**src/rtl/vga_sync_gen.sv**
```systemverilog
// 640x480@60 Hz VGA sync generator: free-running pixel/line counters, active-low
// Hsync/Vsync and blanked 12-bit RGB, all pins driven from one output flop stage.
module vga_sync_gen #(
  parameter int H_ACTIVE = 640,
  parameter int H_FP     = 15,
  parameter int H_SYNC   = 96,
  parameter int H_BP     = 49,
  parameter int V_ACTIVE = 480,
  parameter int V_FP     = 9,
  parameter int V_SYNC   = 2,
  parameter int V_BP     = 34,
  parameter int CW       = 10
) (
  input  logic          clk,
  input  logic          greset,
  input  logic [11:0]   rgb_in,
  output logic [CW-1:0] h_cnt,
  output logic [CW-1:0] v_cnt,
  output logic          active,
  output logic          line_end,
  output logic          frame_start,
  output logic          Hsync,
  output logic          Vsync,
  output logic [3:0]    vgaRed,
  output logic [3:0]    vgaGreen,
  output logic [3:0]    vgaBlue
);

  localparam int H_TOTAL = H_ACTIVE + H_FP + H_SYNC + H_BP;
  localparam int V_TOTAL = V_ACTIVE + V_FP + V_SYNC + V_BP;

  localparam logic [CW-1:0] H_LAST   = CW'(H_TOTAL - 1);
  localparam logic [CW-1:0] V_LAST   = CW'(V_TOTAL - 1);
  localparam logic [CW-1:0] H_VIS    = CW'(H_ACTIVE);
  localparam logic [CW-1:0] V_VIS    = CW'(V_ACTIVE);
  localparam logic [CW-1:0] HS_FIRST = CW'(H_ACTIVE + H_FP);
  localparam logic [CW-1:0] HS_LAST  = CW'(H_ACTIVE + H_FP + H_SYNC - 1);
  localparam logic [CW-1:0] VS_FIRST = CW'(V_ACTIVE + V_FP);
  localparam logic [CW-1:0] VS_LAST  = CW'(V_ACTIVE + V_FP + V_SYNC - 1);

  logic [CW-1:0] r_h_cnt;
  logic [CW-1:0] r_v_cnt;
  logic          r_hs_n;
  logic          r_vs_n;
  logic [11:0]   r_rgb;

  logic          w_h_last;
  logic          w_v_last;
  logic          w_active;
  logic          w_hs_n;
  logic          w_vs_n;
  logic [11:0]   w_rgb_next;

  assign w_h_last = (r_h_cnt == H_LAST);
  assign w_v_last = (r_v_cnt == V_LAST);
  assign w_active = (r_h_cnt < H_VIS) && (r_v_cnt < V_VIS);
  assign w_hs_n   = !((r_h_cnt >= HS_FIRST) && (r_h_cnt <= HS_LAST));
  // v_cnt only moves at line wrap, so Vsync can only change at the start of a line.
  assign w_vs_n   = !((r_v_cnt >= VS_FIRST) && (r_v_cnt <= VS_LAST));

  genvar gi;
  generate
    for (gi = 0; gi < 3; gi++) begin : g_blank
      assign w_rgb_next[gi*4 +: 4] = w_active ? rgb_in[gi*4 +: 4] : 4'h0;
    end
  endgenerate

  always_ff @(posedge clk) begin
    if (greset) begin
      r_h_cnt <= '0;
      r_v_cnt <= '0;
      r_hs_n  <= 1'b1;
      r_vs_n  <= 1'b1;
      r_rgb   <= '0;
    end else begin
      r_hs_n <= w_hs_n;
      r_vs_n <= w_vs_n;
      r_rgb  <= w_rgb_next;
      if (w_h_last) begin
        r_h_cnt <= '0;
        r_v_cnt <= w_v_last ? '0 : r_v_cnt + CW'(1);
      end else begin
        r_h_cnt <= r_h_cnt + CW'(1);
      end
    end
  end

  assign h_cnt       = r_h_cnt;
  assign v_cnt       = r_v_cnt;
  assign active      = w_active;
  assign line_end    = w_h_last;
  assign frame_start = (r_h_cnt == '0) && (r_v_cnt == '0);
  assign Hsync       = r_hs_n;
  assign Vsync       = r_vs_n;
  assign vgaRed      = r_rgb[11:8];
  assign vgaGreen    = r_rgb[7:4];
  assign vgaBlue     = r_rgb[3:0];

endmodule

```
**config.mk**
```make
export PLATFORM = sky130hd
export DESIGN_NAME = vga_sync_gen
export DESIGN_NICKNAME = d
export VERILOG_FILES = /design/src/rtl/vga_sync_gen.sv
export SDC_FILE = /design/constraint.sdc
export NUM_CORES = 1
export LEC_CHECK = 0
export ABC_CLOCK_PERIOD_IN_PS = 2700
export BUFFER_PORTS_ARGS = -buffer_cell sky130_fd_sc_hd__buf_2
export CAP_MARGIN = 15
export CORE_MARGIN = 2
export CORE_UTILIZATION = 40
export DETAILED_ROUTE_END_ITERATION = 7
export PLACE_DENSITY = 0.74
export REMOVE_ABC_BUFFERS = 1
export SYNTH_ARGS = -nofsm -noshare
export SYNTH_HDL_FRONTEND = slang
export SYNTH_SLANG_ARGS = --single-unit
```
**constraint.sdc**
```tcl
create_clock -name clk -period 2.7 [get_ports clk]
set_input_delay 0.135 -clock clk [delete_from_list [all_inputs] [get_ports clk]]
set_output_delay 0.135 -clock clk [all_outputs]
set_load 0.02 [all_outputs]
```
==> results of run 1 <==
-- worst max path at each step --
stage | start | to | cells past startpoint
after floorplan | h_cnt[0] | v_cnt[6] | 5
after global placement | h_cnt[0] | v_cnt[3] | 5
after detailed placement | h_cnt[0] | v_cnt[2] | 5
after CTS | h_cnt[0] | v_cnt[2] | 5
after global routing | h_cnt[0] | v_cnt[4] | 5
final | h_cnt[0] | v_cnt[4] | 5
-- routing by layer --
metal	vias up	GRT usage (%)	wire, µm
li1	672	-	-
met1	598	20.9	1410
met2	46	25.4	1490
met3	4	6.25	233
met4	0	8.51	65
met5	-	0	0
-- synthesized netlist by cell type, drive strengths merged --
master | number | area share, %
dfxtp | 34 | 46
nor2 | 21 | 5.3
and2 | 12 | 5.1
nand3 | 11 | 3.7
inv | 10 | 2.5
nand2 | 9 | 2.3
nor4 | 8 | 3.4
a21oi | 7 | 2.4
xnor2 | 7 | 4.2
ha | 6 | 5.1
clkbuf | 5 | 1.4
nand4 | 5 | 2.5
xor2 | 4 | 2.4
nand3b | 3 | 1.5
and3 | 2 | 0.85
buf | 2 | 1.1
o31ai | 2 | 1.0
or4 | 2 | 1.0
a2111oi | 1 | 0.59
a21o | 1 | 0.51
a31o | 1 | 0.59
and4 | 1 | 0.59
nand2b | 1 | 0.42
nor2b | 1 | 0.42
nor3 | 1 | 0.34
nor3b | 1 | 0.51
o2111ai | 1 | 0.59
o21a | 1 | 0.51
o21ai | 1 | 0.34
o21bai | 1 | 0.51
o41ai | 1 | 0.59
or2 | 1 | 0.42
or3 | 1 | 0.42
or4b | 1 | 0.68
-- report_power, final --
group | switching (mW) | total (mW) | internal, mW
registers | 0.00732 | 0.522 | 0.515
logic | 0.0418 | 0.0717 | 0.0299
clock network | 0.172 | 0.448 | 0.276
-- state kept, by name, summed over array words and instances (netlist names) --
signal / flops
v_cnt: 10
Vsync: 1
h_cnt: 10
r_rgb: 12
Hsync: 1
-- worst register-to-register path, cell delays in order, from the launching register on --
cell and delay [ns]:
dfxtp_1 0.41, ha_1 0.25, nand4_2 0.21, or3_1 0.56, o21bai_1 0.53, nor2_1 0.10
-- cell families after synthesis --
group	share of synthesized area, %
DFF	46.1
and+or+nand+nor	29.6
xor gates and xnor gates	6.53
buffers and inverters	5.00
adders and majority gates	5.09
AOI/OAI and AO/OA	7.63
-- area by class of cell --
class,instances,share of cell area [%]
clock buffer,7,4.10
clock inverter,1,1.61
inverter,10,2.01
multi-input combinational,115,38.7
sequential,34,36.5
tap,48,3.22
timing repair buffer,51,13.8
-- metrics by stage --
step | instance area (µm²) | util, % | instances
3_3_place_gp | 1760 | 48.7 | 258
3_5_place_dp | 1760 | 48.7 | 258
6_report | 1860 | 51.7 | 266
2_1_floorplan | 1440 | - | 159
5_1_grt | 1860 | 51.7 | 266
4_1_cts | 1860 | 51.7 | 266
==> results.cfg, run 1 <==
[synth]
synth_cell_type_count = 37
syn_area_um2 = 1480
synth_seq_cells = 34
synth_cells = 166
synth_warnings = 0
syn_avg_cell_area_um2 = 8.89
ys_seq_area_share_pct = 46.1

[clock_network]
cts_setup_buffers = 0
cts_hold_buffers = 0
worstSkewPairLatency_ns = 0.28
clock_sinks = 34
cts_root_buf = clkbuf_8
clock_path_buffers = 2
htreeDepth = 2
cts_buffers = 5
cts_tree = yes
cts-resized-gates = 0
path_clk_slew_ns = 0.07

[sta]
hold_viol = 0
slew-limit-headroom_pct = 58.7
min_period_ns = 2.18
rsz0062_at_grt = false
finalMaxSlewViolations = 0
hold_slack_ns = 0.0507
tightest_slew_ns = 0.613
final-setup-viol-count = 0
fin_skew_ns = 0.00156
finalCritPeriodShare_pct = 80.9
tns_ns = 0
fmax_ghz = 0.458
fin_ws_ns = 0.516

[run]
maxCapViolCount = 0

[worst_setup_path]
cp.arrival_ns = 2.33
r2r-end = v_cnt[4]
r2r_slack_ns = 0.52
critPathRequiredTime_ns = 2.85
cp-start-kind = flop
path_cells = ha_1 > nand4_2 > or3_1 > o21bai_1 > nor2_1
r2r_start = h_cnt[0]
r2r_cells = 5
crit_buf_inv = 0
crit_slowest_cell = or3_1
crit_path_max_incr_delay_ns = 0.55
setup.worst_path.class = reg2reg
worstPathMaxFanout = 9
cp-end-kind = flop
crit_family = simple AND/OR/NAND/NOR gates

[layout]
mostFrequentLayoutCells = buf_2, dfxtp_1, nor2_1, and2_1, nand3_1
drive_gt1_share_pct = 27.1
fill_cells = 345
layout_commonest_cell = buf_2
nNetsFinal = 237
syn2layout_area_growth_pct = 26.3
regArea_um2 = 681
multi_input_area_um2 = 721
n_antenna_cell = 0

[power_and_ir_drop]
power_mw = 1.04
vdd_drop_max_mv = 0.366
leakage_nw = 0.812
p_per_area_nw_per_um2 = 559

[global_routing]
grt_pass1_wl_um = 5400
grt_max_degree = 11
grtUsageTotal_pct = 16.8
antenna_found_initial = 0
grt_pass1_vias = 1215
overflow = 0

[hold_path]
min_from = rgb_in[11]
worst_hold_path_type = in2reg
min_path_cells = 2
hold_path_end = r_rgb[11]

[drt]
first_pass_iters = 4
dr_total_vias = 1320
viasPerCell = 4.96
final_antenna_net_count = 0
drc_errors = 0
drtIter0Drc = 77
wire_per_inst_um = 12.0
drt-total-wl_um = 3190

[outcome]
status = finished, final reports clean

[place]
finalWeightedCongestion = 0.830
hpwl_um = 2370
pre_cts_slack_ns = 0.514
io_buffers = 50

[floorplanning]
die_h_um = 64.7
core_area_um2 = 3610
io_pins = 51
rows = 22
die_area_um2 = 4190
initial_core_util_pct = 40.9
die_x_um = 64.7
Power figures use the tool's default switching activity.
==> inputs of run 2 (changes only) <==
- ABC_CLOCK_PERIOD_IN_PS: 2700 -> 1800
- PLACE_DENSITY: 0.74 -> 0.77
- clock period: 2.7 -> 1.8 ns (I/O delays scaled with it)
==> results.cfg, run 2 (synthesized netlist as in run 1, its figures left out) <==
[sta]
final-setup-viol-count = 0
hold_viol = 0
min_period_ns = 1.72
fmax_ghz = 0.582
tightest_slew_ns = 0.396
fin_ws_ns = 0.0824
finalCritPeriodShare_pct = 95.4
finalMaxSlewViolations = 0
tns_ns = 0
slew-limit-headroom_pct = 73.5
fin_skew_ns = 0.00286

[drt]
viasPerCell = 4.90
final_antenna_net_count = 0
wire_per_inst_um = 12.8
first_pass_iters = 4
drt-total-wl_um = 3810
dr_total_vias = 1461
drtIter0Drc = 46
drc_errors = 0

[floorplanning]
io_pins = 51
initial_core_util_pct = 40.9
die_x_um = 64.7
die_h_um = 64.7
core_area_um2 = 3610
rows = 22
die_area_um2 = 4190

[worst_setup_path]
cp.arrival_ns = 1.63
cp-start-kind = flop
r2r_cells = 5
path_cells = ha_4 > nand4_4 > or3_4 > buf_4 > inv_2 > buf_6
worstPathMaxFanout = 6
r2r-end = v_cnt[7]
r2r_start = h_cnt[7]
r2r_slack_ns = 0.09
cp-end-kind = primary output
crit_slowest_cell = dfxtp_2
crit_path_max_incr_delay_ns = 0.36
setup.worst_path.class = reg2out
crit_buf_inv = 3
critPathRequiredTime_ns = 1.71
crit_family = simple AND/OR/NAND/NOR gates

[layout]
largest_reg_flops = 12
multi_input_area_um2 = 802
fill_cells = 320
layout_commonest_cell = buf_2
syn2layout_area_growth_pct = 51.8
top_register = r_rgb
mostFrequentLayoutCells = buf_2, dfxtp_1, buf_4, nor2_1, and2_1
regArea_um2 = 687
final_cell_area_um2 = 2240
drive_gt1_share_pct = 41.6
nNetsFinal = 269
n_antenna_cell = 0

[outcome]
status = finished, final reports clean

[hold_path]
min_from = rgb_in[4]
hold_path_end = r_rgb[4]
worst_hold_path_type = in2reg
min_path_cells = 2

[global_routing]
grtUsageTotal_pct = 19.2
antenna_found_initial = 0
grt_pass1_wl_um = 6160
grt_pass1_vias = 1353
overflow = 0
grt_max_degree = 13

[clock_network]
cts_tree = yes
clock_path_buffers = 2
htreeDepth = 2
clock_sinks = 34
cts_root_buf = clkbuf_8
worstSkewPairLatency_ns = 0.29
cts_buffers = 5
path_clk_slew_ns = 0.07

[place]
pre_cts_slack_ns = -0.0314
finalWeightedCongestion = 0.811
io_buffers = 50
hpwl_um = 2740
place_area_um2 = 1920

[power_and_ir_drop]
power.switching_mw = 0.383
seqPwrFrac_pct = 47.6
power_frac_comb_pct = 9.5
p_int_mw = 1.26
leakage_nw = 0.998
p_per_area_nw_per_um2 = 734
clkPwrFrac_pct = 43.0
vdd_drop_max_mv = 0.627
switching_share_pct = 23.3

[run]
maxCapViolCount = 0
## run 2: cell types whose count changed in the layout (fill, tap and decap cells not counted), moves of 3 or more
cell	change
buf_4	+21
dlygate4sd3_1	+9
dfxtp_1	-5
dfxtp_2	+5
inv_1	-5
buf_6	+3
inv_2	+3
## run 2: area by class of cell
cell class,instances,share of cell area [%]
clock buffer,5,3.07
clock inverter,3,2.01
inverter,10,1.90
multi-input combinational,115,35.8
sequential,34,30.7
tap,48,2.68
timing repair buffer,83,23.9
## run 2: per-stage QoR
stage	cells	util (%)	power, mW	hold WS (ns)
2_1_floorplan	159	-	0.862	0.159
3_3_place_gp	280	53.3	0.920	0.289
3_5_place_dp	280	53.3	0.922	0.293
4_1_cts	296	60.0	1.64	0.00368
5_1_grt	298	62.1	1.71	0.00749
6_report	298	62.1	1.64	0.00920
## run 2: how the worst max path moves through the flow
stage / slack (ns) / endpoint / depth (start not counted) / startpoint
global placement: 0.01 / v_cnt[6] / 5 / h_cnt[0]
finish: 0.08 / line_end / 6 / h_cnt[0]
floorplan: -0.34 / v_cnt[6] / 5 / h_cnt[0]
detailed placement: -0.03 / v_cnt[6] / 5 / h_cnt[0]
global route: -0.03 / frame_start / 7 / h_cnt[0]
CTS: 0.005 / frame_start / 3 / v_cnt[2]
## run 2: power groups by stage
| stage | clock network (mW) | registers (mW) | logic [mW] |
|---|---|---|---|
| final | 0.706 | 0.782 | 0.156 |
| after global routing | 0.755 | 0.783 | 0.172 |
| after CTS | 0.715 | 0.781 | 0.145 |
| after detailed placement | 0 | 0.795 | 0.127 |
| after global placement | 0 | 0.795 | 0.125 |
| after floorplan | 0 | 0.825 | 0.0372 |
## run 2: timing repair
item,4_1_cts,5_1_grt
hold endpoints to repair,9,0
pin swaps,2,4
endpoints found under the setup margin,3,3
hold buffers,9,0
gates resized for setup,11,20
setup buffers,0,2
## run 2: metal layers
layer  part of all wire (%)  track usage [%]  routed length, µm  vias to the layer above
met5                      0                0                  0                        -
met4                    1.6             5.85                 61                        0
met1                     44             23.2               1670                      680
met3                    5.1             6.25                195                        8
li1                       -                -                  -                      734
met2                     49             32.2               1880                       39
